**config.mk**
```make
export PLATFORM = sky130hd
export DESIGN_NAME = gaussian_smooth_flat
export DESIGN_NICKNAME = d
export VERILOG_FILES = /design/src/rtl/fifa_img_pkg.sv /design/src/rtl/gaussian_smooth_if.sv /design/src/rtl/gauss_line_buffer.sv /design/src/rtl/gaussian_smooth.sv /design/src/flat_wrapper.sv
export SDC_FILE = /design/constraint.sdc
export NUM_CORES = 2
export LEC_CHECK = 0
export BUFFER_PORTS_ARGS = -buffer_cell sky130_fd_sc_hd__buf_2
export CAP_MARGIN = 15
export CORE_UTILIZATION = 60
export CTS_BUF_LIST = sky130_fd_sc_hd__clkbuf_2
export DETAILED_ROUTE_END_ITERATION = 16
export PLACE_DENSITY = 0.86
export SYNTH_ARGS = -nofsm -noshare
export SYNTH_HDL_FRONTEND = slang
export SYNTH_SLANG_ARGS = --single-unit
export TNS_END_PERCENT = 10
```
**constraint.sdc**
```tcl
create_clock -name clk -period 8.3 [get_ports clk]
set_clock_uncertainty 0.1 [all_clocks]
set_input_delay 1.66 -clock clk [delete_from_list [all_inputs] [get_ports clk]]
set_output_delay 1.66 -clock clk [all_outputs]
set_load 0.05 [all_outputs]
```
**src/rtl/fifa_img_pkg.sv**
```systemverilog
// Shared types, frame defaults and kernel constants for the Gaussian smoothing stage.
// The 3x3 kernel [1 2 1; 2 4 2; 1 2 1] is applied separably: a vertical 1-2-1 column
// sum followed by a horizontal 1-2-1 sum of three column sums.
package fifa_img_pkg;

  localparam int DEFAULT_IMG_WIDTH  = 128;
  localparam int DEFAULT_IMG_HEIGHT = 128;

  typedef logic [7:0]  pixel_t;
  typedef logic [11:0] gsum_t;
  // One vertical 3-tap column sum, max 4*255 = 1020
  typedef logic [9:0]  csum_t;

  // 1-D taps of the separable kernel (outer product gives the 3x3 weights)
  localparam int    GAUSS_K_SIDE = 1;
  localparam int    GAUSS_K_MID  = 2;
  localparam int    GAUSS_SHIFT  = 4;
  localparam gsum_t GAUSS_ROUND  = 12'd8;

  typedef enum logic [1:0] {IDLE, FILL, RUN, FLUSH} gauss_state_t;

  function automatic csum_t tap3(pixel_t a, pixel_t b, pixel_t c);
    return csum_t'(a) * csum_t'(GAUSS_K_SIDE) + csum_t'(b) * csum_t'(GAUSS_K_MID)
         + csum_t'(c) * csum_t'(GAUSS_K_SIDE);
  endfunction

  function automatic gsum_t hsum(csum_t a, csum_t b, csum_t c);
    return gsum_t'(a) * gsum_t'(GAUSS_K_SIDE) + gsum_t'(b) * gsum_t'(GAUSS_K_MID)
         + gsum_t'(c) * gsum_t'(GAUSS_K_SIDE);
  endfunction

endpackage

```
**src/rtl/gaussian_smooth_if.sv**
```systemverilog
// Pixel stream bundle for gaussian_smooth: input beat handshake plus output strobe.
// Optional macro GAUSS_BYPASS_EN adds the per-beat bypass request.
interface gaussian_smooth_if;
  import fifa_img_pkg::*;

  pixel_t in_pixel;
  logic   in_valid;
  logic   in_sof;
  logic   in_ready;
  pixel_t out_pixel;
  logic   out_valid;
  logic   out_sof;

`ifdef GAUSS_BYPASS_EN
  logic   bypass;

  modport slave  (input  in_pixel, in_valid, in_sof, bypass,
                  output in_ready, out_pixel, out_valid, out_sof);
  modport master (output in_pixel, in_valid, in_sof, bypass,
                  input  in_ready, out_pixel, out_valid, out_sof);
`else
  modport slave  (input  in_pixel, in_valid, in_sof,
                  output in_ready, out_pixel, out_valid, out_sof);
  modport master (output in_pixel, in_valid, in_sof,
                  input  in_ready, out_pixel, out_valid, out_sof);
`endif
endinterface

```
**src/rtl/gauss_line_buffer.sv**
```systemverilog
// Two line memories sharing one column pointer. tap1 is the pixel one line above
// the current beat, tap2 two lines above. Reads are registered, so the caller
// presents the column of the *next* beat on rd_addr to have its taps ready.
module gauss_line_buffer
  import fifa_img_pkg::*;
#(
  parameter int DEPTH = DEFAULT_IMG_WIDTH,
  localparam int AW   = $clog2(DEPTH)
) (
  input  logic          clk,
  input  logic          wr_en,
  input  logic [AW-1:0] wr_addr,
  input  logic [AW-1:0] rd_addr,
  input  pixel_t        din,
  output pixel_t        tap1,
  output pixel_t        tap2
);

  pixel_t line1 [DEPTH];
  pixel_t line2 [DEPTH];

  // store the new pixel and age the previous line1 content into line2
  always_ff @(posedge clk) begin
    if (wr_en) begin
      line1[wr_addr] <= din;
      line2[wr_addr] <= tap1;
    end
  end

  // registered read of the prefetched column
  always_ff @(posedge clk) begin
    tap1 <= line1[rd_addr];
    tap2 <= line2[rd_addr];
  end

endmodule

```
**src/rtl/gaussian_smooth.sv**
```systemverilog
// 3x3 Gaussian smoothing with edge replication and end-of-frame flush.
// Output k is emitted one cycle after the beat carrying input k+W+1; the last
// W+1 outputs come from internal FLUSH beats that replicate the bottom row.
// Optional macro GAUSS_BYPASS_EN: a beat with bypass high emits the centre tap.
module gaussian_smooth
  import fifa_img_pkg::*;
#(
  parameter int IMG_WIDTH  = DEFAULT_IMG_WIDTH,
  parameter int IMG_HEIGHT = DEFAULT_IMG_HEIGHT
) (
  input logic              clk,
  input logic              rst,
  gaussian_smooth_if.slave bus
);

  localparam int CW = $clog2(IMG_WIDTH + 1);
  localparam int RW = $clog2(IMG_HEIGHT + 1);
  localparam int AW = $clog2(IMG_WIDTH);
  localparam logic [CW-1:0] COL_LAST = CW'(IMG_WIDTH - 1);
  localparam logic [CW-1:0] COL_END  = CW'(IMG_WIDTH);
  localparam logic [RW-1:0] ROW_LAST = RW'(IMG_HEIGHT - 1);

  gauss_state_t  state, state_next;
  logic [CW-1:0] col, col_next, pos_col, col_fetch;
  logic [RW-1:0] row, row_next, pos_row;
  logic          ready, accept, sof_beat, adv, emit, wr_en, first;
  logic [AW-1:0] rd_addr;
  pixel_t        tap1, tap2, top, bot, filt, result;
  csum_t         v_sum, p1_sum, p2_sum, left, right;
  gsum_t         sum;

  gauss_line_buffer #(.DEPTH(IMG_WIDTH)) u_lines (
    .clk    (clk),
    .wr_en  (wr_en),
    .wr_addr(pos_col[AW-1:0]),
    .rd_addr(rd_addr),
    .din    (bus.in_pixel),
    .tap1   (tap1),
    .tap2   (tap2)
  );

  // state register
  always_ff @(posedge clk or posedge rst) begin
    if (rst) state <= IDLE;
    else     state <= state_next;
  end

  // next-state: sof always restarts the frame, last input enters the flush
  always_comb begin
    state_next = state;
    case (state)
      IDLE:  if (sof_beat) state_next = FILL;
      FILL:  if (sof_beat) state_next = FILL;
             else if (accept && pos_row == RW'(1) && pos_col == '0) state_next = RUN;
      RUN:   if (sof_beat) state_next = FILL;
             else if (accept && pos_row == ROW_LAST && pos_col == COL_LAST) state_next = FLUSH;
      FLUSH: if (col == COL_END) state_next = IDLE;
      default: state_next = IDLE;
    endcase
  end

  // FSM outputs: handshake, internal beat advance and output strobe
  always_comb begin
    ready    = (state != FLUSH);
    accept   = bus.in_valid && ready;
    sof_beat = accept && bus.in_sof;
    adv      = 1'b0;
    emit     = 1'b0;
    case (state)
      IDLE:  adv = sof_beat;
      FILL:  adv = accept;
      RUN:   begin adv = accept; emit = accept && !bus.in_sof; end
      FLUSH: begin adv = 1'b1;   emit = 1'b1; end
      default: ;
    endcase
    wr_en = adv && (state != FLUSH);
    first = (state == RUN) && pos_row == RW'(1) && pos_col == CW'(1);
  end

  assign bus.in_ready = ready;

  // beat position, next position and line-buffer prefetch address
  always_comb begin
    pos_col = sof_beat ? '0 : col;
    pos_row = sof_beat ? '0 : row;
    if (state == FLUSH) begin
      col_next = (col == COL_END) ? '0 : col + CW'(1);
      row_next = (col == COL_END) ? '0 : row;
    end else if (pos_col == COL_LAST) begin
      col_next = '0;
      row_next = pos_row + RW'(1);
    end else begin
      col_next = pos_col + CW'(1);
      row_next = pos_row;
    end
    // column W only exists during flush and never uses its fetched taps
    col_fetch = adv ? col_next : col;
    rd_addr   = (col_fetch == COL_END) ? '0 : col_fetch[AW-1:0];
  end

  // window: p1 is the centre column, p2 the left; clamp at all four borders
  always_comb begin
    top   = (pos_row == RW'(1)) ? tap1 : tap2;
    bot   = (state == FLUSH) ? tap1 : bus.in_pixel;
    v_sum = tap3(top, tap1, bot);
    left  = (pos_col == CW'(1)) ? p1_sum : p2_sum;
    right = (pos_col == '0 || pos_col == COL_END) ? p1_sum : v_sum;
    sum   = hsum(left, p1_sum, right);
    filt  = pixel_t'((sum + GAUSS_ROUND) >> GAUSS_SHIFT);
  end

`ifdef GAUSS_BYPASS_EN
  pixel_t p1_mid;

  // centre pixel travels alongside the centre column sum
  always_ff @(posedge clk or posedge rst) begin
    if (rst)      p1_mid <= '0;
    else if (adv) p1_mid <= tap1;
  end

  assign result = (bus.bypass && state != FLUSH) ? p1_mid : filt;
`else
  assign result = filt;
`endif

  // frame counters and horizontal window shift advance on every internal beat
  always_ff @(posedge clk or posedge rst) begin
    if (rst) begin
      col    <= '0;
      row    <= '0;
      p1_sum <= '0;
      p2_sum <= '0;
    end else if (adv) begin
      col    <= col_next;
      row    <= row_next;
      p1_sum <= v_sum;
      p2_sum <= p1_sum;
    end
  end

  // registered output strobe, one cycle after the triggering beat
  always_ff @(posedge clk or posedge rst) begin
    if (rst) begin
      bus.out_pixel <= '0;
      bus.out_valid <= 1'b0;
      bus.out_sof   <= 1'b0;
    end else begin
      bus.out_valid <= emit;
      bus.out_sof   <= emit && first;
      if (emit) bus.out_pixel <= result;
    end
  end

endmodule

```
**src/flat_wrapper.sv**
```systemverilog
// flat-port wrapper written by rule: the top's interface ports become plain ports
module gaussian_smooth_flat import fifa_img_pkg::*;
#(
  parameter int IMG_WIDTH  = DEFAULT_IMG_WIDTH,
  parameter int IMG_HEIGHT = DEFAULT_IMG_HEIGHT
)
  (clk, rst, bus_in_pixel, bus_in_valid, bus_in_sof, bus_in_ready, bus_out_pixel, bus_out_valid, bus_out_sof);
  gaussian_smooth_if bus_i ();
  input logic clk;
  input logic rst;
  input wire logic [$bits(bus_i.in_pixel)-1:0] bus_in_pixel;
  input wire logic [$bits(bus_i.in_valid)-1:0] bus_in_valid;
  input wire logic [$bits(bus_i.in_sof)-1:0] bus_in_sof;
  output wire logic [$bits(bus_i.in_ready)-1:0] bus_in_ready;
  output wire logic [$bits(bus_i.out_pixel)-1:0] bus_out_pixel;
  output wire logic [$bits(bus_i.out_valid)-1:0] bus_out_valid;
  output wire logic [$bits(bus_i.out_sof)-1:0] bus_out_sof;
  assign bus_i.in_pixel = bus_in_pixel;
  assign bus_i.in_valid = bus_in_valid;
  assign bus_i.in_sof = bus_in_sof;
  assign bus_in_ready = bus_i.in_ready;
  assign bus_out_pixel = bus_i.out_pixel;
  assign bus_out_valid = bus_i.out_valid;
  assign bus_out_sof = bus_i.out_sof;
  gaussian_smooth #(.IMG_WIDTH(IMG_WIDTH), .IMG_HEIGHT(IMG_HEIGHT)) u_core (.clk(clk), .rst(rst), .bus(bus_i));
endmodule
```
# == Word level (Yosys, flattened, before mapping) ==
# Memory sizes are Yosys's and may differ from the RTL's. A register that Yosys moved wholly into a read port is not among the register bits.
# Index checks and enable logic that the tools add are counted.
# W data, S select, Z words.
# word_totals
out_inout_bits,11
memories,2
input_bits,12
ram_bits,2048
reg_bits,48
# classes
add_sub_neg,8
eq_ne,15
reduce_logical,18
mux,25
# memory_table
name,depth,width,read_ports,rd_ports_with_merged_regs,write_ports,line_no,rtl
u_core.u_lines.line1,128,8,1,1,1,gauss_line_buffer.sv:19,pixel_t line1 [DEPTH];
u_core.u_lines.line2,128,8,1,1,1,gauss_line_buffer.sv:20,pixel_t line2 [DEPTH];
# ops
op,count
$mux W8,11
$add A8 B1 Y8 const B,3
$eq A8 B8 Y1 const B,3
$mux W10,2
$eq A8 B1 Y1 const B,2
$eq A8 B7 Y1 const B,2
$add A10 B11 Y12,1
$add A12 B10 Y12,1
$add A12 B4 Y12 const B,1
$mux W2,6
$logic_and A1 B1 Y1,11
$add A10 B8 Y10,1
$add A8 B9 Y10,1
$logic_not A8 Y1,1
$pmux W2 S4,1
$mux W7,1
$ne A3 B1 Y1 const B,2
$eq A2 B2 Y1 const B,2
$ne A2 B1 Y1 const B,2
$reduce_and A4 Y1,1
$pmux W1 S3,1
$eq A2 B1 Y1 const B,1
$logic_not A2 Y1,1
$mux W1,2
6 further kinds,6

# == Logic depth before layout (Yosys ltp) ==
# depth
word_depth,11
depth_mapped,31

# == By module ==
# Synthesis repeated with hierarchy kept, for this count alone.
# hier_totals
cells_unflattened,3581
hier_area_um2,82831.9
# by_module_without_submodules
mod,cells_each,instances,area_per_inst_um2
gauss_line_buffer,3080,1,78496.5
gaussian_smooth,501,1,4335.4

# == Least setup slack after synthesis ==
# OpenSTA, ideal clock, no wires.
# synth_timing
kind,input port to flip-flop
from,input bus_in_sof
to,register u_core.bus.out_pixel[7]
arrival_time_ns,7.310
path_buffers,3
path_slack_ns,0.766
stages,29
cell_sequence,buf_2 > nand3b_1 > clkbuf_1 > and2_1 > ha_1 > o21ai_1 > clkbuf_1 > nand2_1 > o21ai_0 > fa_1 > ha_1 > fa_1 > a21oi_1 > nor2_1 > nor2_1 > o21bai_1 > a21oi_1 > xnor2_1 > mux2_2 > fa_1 > ha_1 > ha_1 > nand2_1 > nor2_1 > a21oi_1 > o21ai_0 > o41ai_1 > xnor2_1 > mux2_2
# synth_via
elab_chain_len,9
# synth_rtl
element,line_no,rtl
"start, declared",flat_wrapper.sv:13,input wire logic [$bits(bus_i.in_sof)-1:0] bus_in_sof;
$logic_and A1 B1 Y1,gaussian_smooth.sv:66,sof_beat = accept && bus.in_sof;
$mux W8,gaussian_smooth.sv:85,pos_row = sof_beat ? '0 : row;
$eq A8 B1 Y1,gaussian_smooth.sv:103,top = (pos_row == RW'(1)) ? tap1 : tap2;
$mux W8,gaussian_smooth.sv:103,
$add A8 B9 Y10,fifa_img_pkg.sv:23,return csum_t'(a) * csum_t'(GAUSS_K_SIDE) + csum_t'(b) * csum_t'(GAUSS_K_MID)
$add A10 B8 Y10,fifa_img_pkg.sv:24,+ csum_t'(c) * csum_t'(GAUSS_K_SIDE);
$mux W10,gaussian_smooth.sv:107,right = (pos_col == '0 || pos_col == COL_END) ? p1_sum : v_sum;
$add A12 B10 Y12,fifa_img_pkg.sv:29,+ gsum_t'(c) * gsum_t'(GAUSS_K_SIDE);
$add A12 B4 Y12,gaussian_smooth.sv:109,filt = pixel_t'((sum + GAUSS_ROUND) >> GAUSS_SHIFT);
"end signal, assigned",gaussian_smooth.sv:150,if (emit) bus.out_pixel <= result;
"end, declared",gaussian_smooth_if.sv:23,"output in_ready, out_pixel, out_valid, out_sof);"
# Several ways; a longest one is shown, not always the timed one.
# A chain may end at the register's enable or synchronous reset.

# == Final worst setup path ==
# layout_timing
from,register u_core.state[0]
to,register u_core.bus.out_pixel[7]
# layout_via
elab_chain_len,11
# layout_rtl
element,line_no,rtl
"start, declared",gaussian_smooth.sv:23,"gauss_state_t state, state_next;"
"start signal, assigned",gaussian_smooth.sv:45,else state <= state_next;
$ne A2 B2 Y1,gaussian_smooth.sv:64,ready = (state != FLUSH);
$logic_and A1 B1 Y1,gaussian_smooth.sv:65,accept = bus.in_valid && ready;
$logic_and A1 B1 Y1,gaussian_smooth.sv:66,
$mux W8,gaussian_smooth.sv:85,
$eq A8 B1 Y1,gaussian_smooth.sv:103,
$mux W8,gaussian_smooth.sv:103,
$add A8 B9 Y10,fifa_img_pkg.sv:23,
$add A10 B8 Y10,fifa_img_pkg.sv:24,
$mux W10,gaussian_smooth.sv:107,
$add A12 B10 Y12,fifa_img_pkg.sv:29,
$add A12 B4 Y12,gaussian_smooth.sv:109,
# Several ways; a longest one is shown, not always the timed one.

==> results_tabular.tex <==
\begin{tabular}{lr}
\hline
Metric & Value \\
\hline
\multicolumn{2}{l}{\textbf{Logic synthesis}} \\
Async SR Flop Fraction & 2.27\% \\
Portion of the post-synthesis area used by sequential elements & 73.6\% \\
Net count after synthesis & 6,720 \\
Cell types occupying the most area after synthesis & edfxtp\_1, nand2\_1, nand3\_1, mux2i\_1, dfrtp\_1 \\
Dominant synthesized flop cell & edfxtp\_1 \\
Share of Yosys cell area claimed by the top area cell type & 71.8\% \\
Warnings from Yosys & 0 \\
Area leader, netlist & edfxtp\_1 \\
Number of cells produced by synthesis & 6,653 \\
Number of synthesized register bits & 2,112 \\
Average size of a mapped cell & 12.9 um2 \\
Area of the mapped netlist & 85,600 um2 \\
Unique masters post-synth & 73 \\
Number of enable flip-flop cells after synthesis & 2,048 \\
\multicolumn{2}{l}{\textbf{Status}} \\
Run status & completed \\
\multicolumn{2}{l}{\textbf{CTS}} \\
Buffer levels on the longest clock path & 4 \\
TritonCTS clock tree & yes \\
CTS sink count & 2,112 \\
Post-CTS setup buffers & 0 \\
Max H-tree Level & 5 \\
Worst-path clk slew & 110 ps \\
Clk\_lat worst skew & 1920 ps \\
Buffer type at the clock tree root & clkbuf\_2 \\
Number of resized instances in the post-cts repair step & 0 \\
Number of hold-repair buffers added at the cts stage & 3 \\
Number of buffers added by the clock tree synthesis step & 488 \\
\multicolumn{2}{l}{\textbf{Job}} \\
Number of max-cap violations & 0 \\
\multicolumn{2}{l}{\textbf{Route}} \\
Vias & 58,600 \\
Iteration-0 DRC count of the detailed router & 9,194 \\
Number of detailed-routing iterations run before antenna repair & 8 \\
Post-route antenna net violation count & 0 \\
Drt wl/cell & 24.5 um \\
Via density & 6.35 \\
Post-route DRC violation count & 0 \\
Total wire length & 227,000 um \\
Met2 wirelength from detailed routing & 106,000 um \\
Wl on met1 & 76,200 um \\
Uppermost layer routed & met5 \\
Routed met3 length & 30,700 um \\
\multicolumn{2}{l}{\textbf{Cells and area}} \\
Seq. cell area & 63,100 um2 \\
Post-layout nets & 7,025 \\
Final cell area excluding filler cells & 92,500 um2 \\
Fraction of final layout cells sized beyond drive strength 1 & 14.0\% \\
Filler instances & 9,502 \\
Commonest non-fill, non-tap cell in the layout & edfxtp\_1 \\
Total area of multi-input combinational cells & 20,600 um2 \\
Fin cells & 9,233 \\
Synth-to-Final Area Change & 8.02\% \\
Final core utilization & 65.3\% \\
Commonest cells after routing, fill and taps aside & edfxtp\_1, nand2\_1, nand3\_1 \\
\multicolumn{2}{l}{\textbf{STA}} \\
Share of the clock period used by the worst path after layout & 78.7\% \\
Worst slew margin relative to its limit & 18.8\% \\
TNS Setup & 0 ps \\
Peak clock frequency supported by timing & 153 MHz \\
Final critical path time including I/O delays and setup & 6530 ps \\
Final count of hold timing violations & 0 \\
Min setup slack post-route & 1770 ps \\
Final-report setup violation count & 0 \\
Max Transition Viols Final & 0 \\
Actual slew at the worst max-slew pin & 1220 ps \\
Worst hold slack after final layout & 177 ps \\
RSZ-0062 raised after global routing & false \\
\multicolumn{2}{l}{\textbf{GRT}} \\
Antenna violations before repair & 13 \\
Global router's overall resource usage & 31.0\% \\
First-pass GRT wire length & 337,000 um \\
Total congestion overflow after global routing & 0 \\
Largest net degree at the start of global routing & 190 \\
Via count of the first global-routing pass & 57,400 \\
\multicolumn{2}{l}{\textbf{Power}} \\
Leakage power figure & 33.7 nW \\
Largest voltage drop on the vdd net & 632 uV \\
Cell area power density & 389 nW/um2 \\
Design Power & 36.0 mW \\
\multicolumn{2}{l}{\textbf{Placed design}} \\
Worst setup slack after placement & 509 ps \\
Total of buffers placed on input and output ports & 22 \\
Post-placement cell area & 88,200 um2 \\
Cell count after placement & 8,353 \\
Final weighted congestion in routability-driven placement & 0.940 \\
Total half-perimeter wirelength after legalization and detailed placement & 130,000 um \\
\multicolumn{2}{l}{\textbf{Worst hold path}} \\
Type of the tightest min-delay check & input port to register \\
\multicolumn{2}{l}{\textbf{Floorplan}} \\
DIE AREA & 144,000 um2 \\
Die W & 380 um \\
Initial standard-cell utilization of the core & 60.5\% \\
Floorplan die height & 380 um \\
Std cell rows & 138 \\
Boundary Pins & 23 \\
Core Region & 142,000 um2 \\
\multicolumn{2}{l}{\textbf{Worst setup path}} \\
Worst setup EP type & register \\
Maximum fanout along the worst path & 15 \\
Critical Path Slowest Stage Cell & fa\_1 \\
Critical path required time & 9910 ps \\
Arrival time reported for the critical path endpoint & 8140 ps \\
Startpoint-to-endpoint class of the critical path & register to register \\
Largest stage delay on the critical path & 470 ps \\
Worst Setup Start Kind & register \\
Most used cell along the critical path & ha\_1 \\
\hline
\end{tabular}
==> worst paths after layout <==
| kind | startpoint | end | slack, ps | cells after the start |
|---|---|---|---|---|
| hold / removal | bus_in_pixel[7] | u_core.u_lines.line1[24][7] | 180 | 1 |
| setup reg to reg | u_core.state[0] | u_core.bus.out_pixel[7] | 1770 | 29 |
| setup / recovery | u_core.state[0] | u_core.bus.out_pixel[7] | 1770 | 29 |
| hold reg to reg | u_core.p2_sum[6] | u_core.p2_sum[6] | 380 | 2 |
| max in group asynchronous | rst | u_core.row[7] | 7080 | 4 |
| min in group asynchronous | rst | u_core.bus.out_valid | 480 | 4 |
==> registers in the layout (all words and copies together) (netlist names) <==
name                  count
u_core.col                8
u_core.bus.out_valid      1
u_core.bus.out_pixel      8
u_core.bus.out_sof        1
u_core.u_lines.tap1       8
u_core.row                8
u_core.u_lines.tap2       8
u_core.p2_sum            10
u_core.state              2
u_core.u_lines.line2   1024
u_core.p1_sum            10
u_core.u_lines.line1   1024
==> metal layers <==
layer,up-vias,GRT usage (%)
li1,25100,-
met1,27900,39.3
met2,4764,48.3
met3,836,7.84
met4,12,18.6
met5,-,0
==> where the power goes <==
group | leakage, nW | total [mW] | internal [mW] | switching (mW)
registers | 19.1 | 13.2 | 12.6 | 0.535
logic | 11.2 | 16.4 | 4.89 | 11.5
clock network | 3.29 | 6.37 | 2.41 | 3.96
total | 33.7 | 36.0 | 19.9 | 16.0
==> final cells by class <==
| class | instances | share of cell area [%] |
|---|---|---|
| multi-input cells | 4072 | 22.3 |
| repair buffers | 237 | 2.10 |
| inverters | 47 | 0.215 |
| diodes | 7 | 0.0189 |
| clock inverters | 158 | 0.794 |
| well taps | 1890 | 2.56 |
| flip-flops and latches | 2112 | 68.2 |
| clock buffers | 710 | 3.84 |
==> kinds of logic (layout without fill, tap and decap cells) <==
| kind of cell | count (synthesis) | in the layout | share of synthesized area (%) |
|---|---|---|---|
| and+or+nand+nor | 3353 | 3353 | 17.1 |
| muxes | 236 | 236 | 2.78 |
| buffers and inverters | 469 | 1152 | 2.39 |
| other | 0 | 7 | 0 |
| xor gates and xnor gates | 14 | 14 | 0.143 |
| DFF | 2112 | 2112 | 73.6 |
| adders and majority gates | 55 | 55 | 0.953 |
| AOI/OAI and AO/OA | 414 | 414 | 3.01 |
==> cell usage after synthesis (4+ instances only) <==
cell,n
nand3_2,4
nor2_1,161
or4b_1,15
buf_4,13
nor2b_1,9
o22ai_1,65
inv_1,42
nor4_1,23
a21oi_1,145
mux2_2,16
clkbuf_1,205
ha_1,38
a311oi_1,35
nand3b_1,4
nor3_1,42
mux2i_1,220
buf_6,5
a31oi_1,83
nand3_1,1049
buf_2,152
buf_1,47
o21bai_1,5
edfxtp_1,2048
o21ai_0,35
xnor2_1,12
a32o_1,4
o31ai_1,6
dfxtp_1,16
fa_1,17
o21ai_1,4
dfrtp_1,48
nand2b_1,9
and3_1,85
nand4_1,61
nand2_1,1866
and2_1,5
==> worst max-delay path, delay by kind of cell, from the launching register on <==
kind | cells | cell delay, ps
AOI/OAI and AO/OA | 8 | 1350
buffers and inverters | 2 | 410
xor gates and xnor gates | 2 | 240
muxes | 2 | 550
DFF | 1 | 430
adders and majority gates | 8 | 2600
and+or+nand+nor | 7 | 780
Note: power is estimated with default switching activity, not from simulation.
